[config.mk]
export PLATFORM = sky130hd
export DESIGN_NAME = matrix_nxn_buff
export DESIGN_NICKNAME = d
export VERILOG_FILES = /design/src/rtl/matrix_nxn_buff.sv
export SDC_FILE = /design/constraint.sdc
export NUM_CORES = 2
export LEC_CHECK = 0
export ABC_CLOCK_PERIOD_IN_PS = 10170
export CAP_MARGIN = 20
export CORE_MARGIN = 5
export CORE_UTILIZATION = 60
export CTS_CLUSTER_DIAMETER = 50
export DETAILED_ROUTE_END_ITERATION = 12
export GPL_TIMING_DRIVEN = 1
export PLACE_DENSITY_LB_ADDON = 0.12
export SYNTH_ARGS = -nofsm -noshare
export SYNTH_HDL_FRONTEND = slang
export SYNTH_SLANG_ARGS = --single-unit
[constraint.sdc]
create_clock -name clk -period 10.17 [get_ports clk]
set_input_delay 2.034 -clock clk [delete_from_list [all_inputs] [get_ports clk]]
set_output_delay 2.034 -clock clk [all_outputs]
set_load 0.03 [all_outputs]
[src/rtl/matrix_nxn_buff.sv]
// matrix_nxn_buff: double-buffered N x N operand collector with per-frame B-transpose and framing checks
module matrix_nxn_buff #(
  parameter int W = 12,
  parameter int N = 4
) (
  input  logic             clk,
  input  logic             rst_n,
  input  logic             s_valid,
  output logic             s_ready,
  input  logic [W-1:0]     a_in,
  input  logic [W-1:0]     b_in,
  input  logic             s_last,
  input  logic             b_trans,
  output logic             m_valid,
  input  logic             m_ready,
  output logic [N*N*W-1:0] a_mat,
  output logic [N*N*W-1:0] b_mat,
  output logic             frame_err
);
  localparam int NN = N * N;
  localparam int KW = $clog2(NN);
  localparam logic [KW-1:0] K_LAST = KW'(NN - 1);
  logic [NN*W-1:0] a_bank [2];
  logic [NN*W-1:0] b_bank [2];
  logic [KW-1:0] k;
  logic [KW-1:0] kb;
  logic [1:0] full;
  logic [1:0] full_nxt;
  logic wr_bank;
  logic rd_bank;
  logic trans_q;
  logic tr;
  logic acc;
  logic last_k;
  logic done;
  logic rel;
  assign s_ready = !full[wr_bank];
  assign m_valid = full[rd_bank];
  assign a_mat = a_bank[rd_bank];
  assign b_mat = b_bank[rd_bank];
  assign acc = s_valid && s_ready;
  assign last_k = k == K_LAST;
  assign done = acc && last_k && s_last;
  assign rel = m_valid && m_ready;
  // beat 0 uses the live b_trans, later beats the value latched on beat 0
  assign tr = (k == '0) ? b_trans : trans_q;
  assign kb = tr ? KW'((int'(k) % N) * N + int'(k) / N) : k;
  // completion and release can never target the same bank, so both apply
  always_comb begin
    full_nxt = full;
    if (done) full_nxt[wr_bank] = 1'b1;
    if (rel) full_nxt[rd_bank] = 1'b0;
  end
  // beat counter, bank pointers, full flags and registered error pulse
  always_ff @(posedge clk or negedge rst_n) begin
    if (!rst_n) begin
      k <= '0;
      full <= 2'b00;
      wr_bank <= 1'b0;
      rd_bank <= 1'b0;
      trans_q <= 1'b0;
      frame_err <= 1'b0;
    end else begin
      full <= full_nxt;
      frame_err <= acc && (s_last != last_k);
      if (acc) k <= (s_last || last_k) ? '0 : k + 1'b1;
      if (acc && k == '0) trans_q <= b_trans;
      if (done) wr_bank <= !wr_bank;
      if (rel) rd_bank <= !rd_bank;
    end
  end
  // element storage; discarded frames still write, valid frames overwrite every element
  always_ff @(posedge clk or negedge rst_n) begin
    if (!rst_n) begin
      a_bank[0] <= '0;
      a_bank[1] <= '0;
      b_bank[0] <= '0;
      b_bank[1] <= '0;
    end else if (acc) begin
      a_bank[wr_bank][int'(k)*W +: W] <= a_in;
      b_bank[wr_bank][int'(kb)*W +: W] <= b_in;
    end
  end
endmodule
==> results.yml <==
sta:
  max_slew.worst_pin.slew_ps: 1180
  fmax_ghz: 0.138
  timing.clock.skew_ps: 20.3
  rsz0062_at_grt: "no"
  fin_hold_ws_ps: 472
  period_share_pct: 71.3
  report.final.slew_viol_count: 0
  finalWorstSetupSlack_ps: 2910
  report.final.hold_viol_count: 0
  setup_viol: 0
  fin_tns_setup_ps: 0
  slew_headroom_pct: 20.6
  period_minus_slack_ps: 7260
grt:
  number_of_antenna_violations_at_the_first_check_in_global_routing: 10
  grt_first_pass_wirelength_um: 169000
  grt_start_max_net_pins: 190
  grt_pass1_vias: 27923
  grt_overflow: 0
  gr-usage-all-layers_pct: 32.1
worst_setup_path:
  critical_path.cell_chain: "clkdlybuf4s50_1 > and3_2 > o21ai_1 > nand2_1 > buf_4 > ha_1 > inv_1 > fa_1 > xnor2_1 > nor2_1 > a31oi_1 > nand2_1 > nor3_1 > nand2_1 > o41ai_1"
  criticalPathCategory: "input pin to register"
  critPathSlowestCell: "nor3_1"
  delay_of_the_slowest_cell_on_the_worst_path_ps: 1120
  timing.critical_path.fanout_max: 40
  crit_path_start_kind: "input pin"
  critical_path_required_ps: 10670
  critical_path.most_common_cell: "nand2_1"
  critical_path_buf_inv_count: 3
  critical_path.top_delay_family: "simple AND/OR/NAND/NOR gates"
  timing.critical_path.to_type: "register"
  cp.arrival_ps: 7760
pwr:
  power_per_cell_area_nw_per_um2: 236
  report.power.total_uw: 10800
  largest_voltage_drop_on_the_vdd_net_mv: 0.215
  leakage_uw: 0.0215
clocking:
  clock-sinks: 778
  cts_buffers: 85
  max-clock-path-buffers: 3
  cts_resized: 0
  postCtsSetupRepairBufs: 0
  clkTransAtPathRegs_ps: 60
  tritoncts: "built"
  clockRootBuffer: "clkbuf_16"
  clock_tree.htree_level_count: 3
  postCtsHoldBufs: 0
  insertion_delay_ps: 640
floorplan:
  design.core.area_sq_um: 61800
  fp.dieW_um: 260
  chipHeight_um: 260
  initial_core_util_pct: 60.7
  rows: 91
  design.die.area_sq_um: 67700
  count_of_boundary_i_o_pins: 417
synthesis:
  synth.cell_area_sq_um: 37500
  synth_nets: 2978
  ys_seq_elements: 778
  synth.most_common_cell: "mux2_2"
  post-synth-top-area-cell: "dfrtp_1"
  synth_warnings: 0
  netlist.area_leader.share_pct: 51.9
  synth_cells: 2927
  yosysUniqueCellTypes: 72
  synth_flop_type: "dfrtp_1"
  synth_commonest_cells: "1,095 x mux2_2, 778 x dfrtp_1, 244 x nor2_1"
  asyncSetResetFlopFracSynth_pct: 100
  postSynthAreaPerCell_sq_um: 12.8
  ys_seq_area_share_pct: 51.9
  synth_enable_flop_cells: 0
  synth_top_cells_by_area: "dfrtp_1 52%, mux2_2 33%, nor2_1 2.4%"
cells_and_area:
  fin_util_pct: 74.1
  design.final.nets: 3397
  area_growth_pct: 22.0
  fraction_of_final_layout_cells_sized_beyond_drive_strength_1_pct: 38.6
place:
  pre_cts_slack_ps: 2420
  port_buffers: 416
  dp_hpwl_um: 78500
  globalplace.congestion: 0.984
routing:
  drt_iter0_drc: 2107
  dr.pass1.iters: 9
  num_vias: 26145
  drt.antenna.violating_nets: 0
  drc_errors: 0
  wirelength_um: 110000
  wl_per_cell_um: 25.8
  viasPerCell: 6.14
status:
  run_status: "completed"
min_path:
  hold_path.class: "register to register"
run:
  max_cap_violations: 0
-- cells in the final DEF, fill, tap and decap left out, types with 9 or more instances in the layout --
master | netlist | final
mux2_2 | 1095 | 1095
dfrtp_1 | 778 | 777
clkdlybuf4s50_1 | 0 | 415
nor2_1 | 244 | 244
nand2_1 | 182 | 182
clkbuf_16 | 0 | 88
a21oi_1 | 50 | 50
nand3_1 | 44 | 44
o21ai_0 | 44 | 40
inv_1 | 31 | 31
buf_4 | 0 | 26
a22o_1 | 25 | 25
mux2i_1 | 24 | 24
nor3_1 | 24 | 24
ha_1 | 19 | 19
a32o_1 | 18 | 18
and2_1 | 16 | 16
o41ai_1 | 16 | 16
clkbuf_8 | 0 | 14
a22oi_1 | 13 | 13
a31oi_1 | 12 | 12
o21ai_1 | 7 | 11
o31ai_1 | 14 | 11
or3_1 | 11 | 11
clkbuf_1 | 103 | 11
clkinv_2 | 0 | 10
bufinv_16 | 0 | 10
xnor2_1 | 9 | 9
o22ai_1 | 9 | 9
a32oi_1 | 9 | 9
inv_6 | 0 | 9
-- worst reg2reg max path, stage by stage (launching register included) --
cell	delay, ps
dfrtp_1	630
inv_1	200
ha_1	310
a21boi_1	320
o21ai_1	210
nand2_1	130
buf_4	400
ha_1	260
inv_1	70
fa_1	510
xnor2_1	380
nor2_1	160
a31oi_1	320
nand2_1	580
nor3_1	1120
nand2_1	450
o41ai_1	420
-- where the power goes --
group	total [uW]	internal, uW	switching (uW)
sequential	3640	3450	188
combinational	3850	1410	2440
clock	3290	1970	1330
-- per-stage QoR --
step | cells | cell area [sq um]
3_5_place_dp | 4087 | 42600
4_1_cts | 4243 | 45600
5_1_grt | 4256 | 45800
6_report | 4256 | 45800
2_1_floorplan | 2927 | 37500
3_3_place_gp | 4087 | 42600
-- state kept, by name (all words and copies together), names as in the netlist --
register	count
a_bank	384
b_bank	384
frame_err	1
full	2
k	4
rd_bank	1
trans_q	1
wr_bank	1
-- per-layer routing --
layer	vias to the layer above	wire length (um)	GRT usage, %
li1	11456	-	-
met1	13360	42200	40.3
met2	1000	54200	53.8
met3	317	8140	7.72
met4	12	5230	13.4
met5	-	74	0
-- path summary, 6_finish.rpt --
check,start,to,slack (ps),cells past startpoint
max,b_trans,b_bank[337]$_DFFE_PN0P_,2910,15
min,a_bank[0]$_DFFE_PN0P_,a_bank[0]$_DFFE_PN0P_,470,1
max reg2reg,k[2]$_DFFE_PN0P_,b_bank[337]$_DFFE_PN0P_,3560,16
min reg2reg,a_bank[0]$_DFFE_PN0P_,a_bank[0]$_DFFE_PN0P_,470,1
max in group asynchronous,rst_n,b_bank[44]$_DFFE_PN0P_,6840,4
min in group asynchronous,rst_n,a_bank[209]$_DFFE_PN0P_,1350,1
-- kinds of logic (layout without fill, tap and decap cells) --
logic type,Yosys count,in the layout,synth area share [%]
multiplexers,1124,1124,33.6
other,0,4,0
buffers and inverters,153,641,1.55
adder cells (fa/ha/maj),21,21,0.740
flip-flops,778,778,51.9
AND/OR/NAND/NOR,584,584,6.96
AO/OA/AOI/OAI,250,250,4.76
XOR/XNOR,17,17,0.493
-- area by class of cell --
cell class / count / area [sq um]
Sequential cell: 778 / 19500
Multi-Input combinational cell: 1996 / 17500
Fill cell: 4046 / 16000
Timing Repair Buffer: 451 / 4580
Clock buffer: 113 / 2440
Tap cell: 837 / 1050
Clock inverter: 43 / 577
Inverter: 34 / 128
Antenna cell: 4 / 10.0
Power figures use the tool's default switching activity.
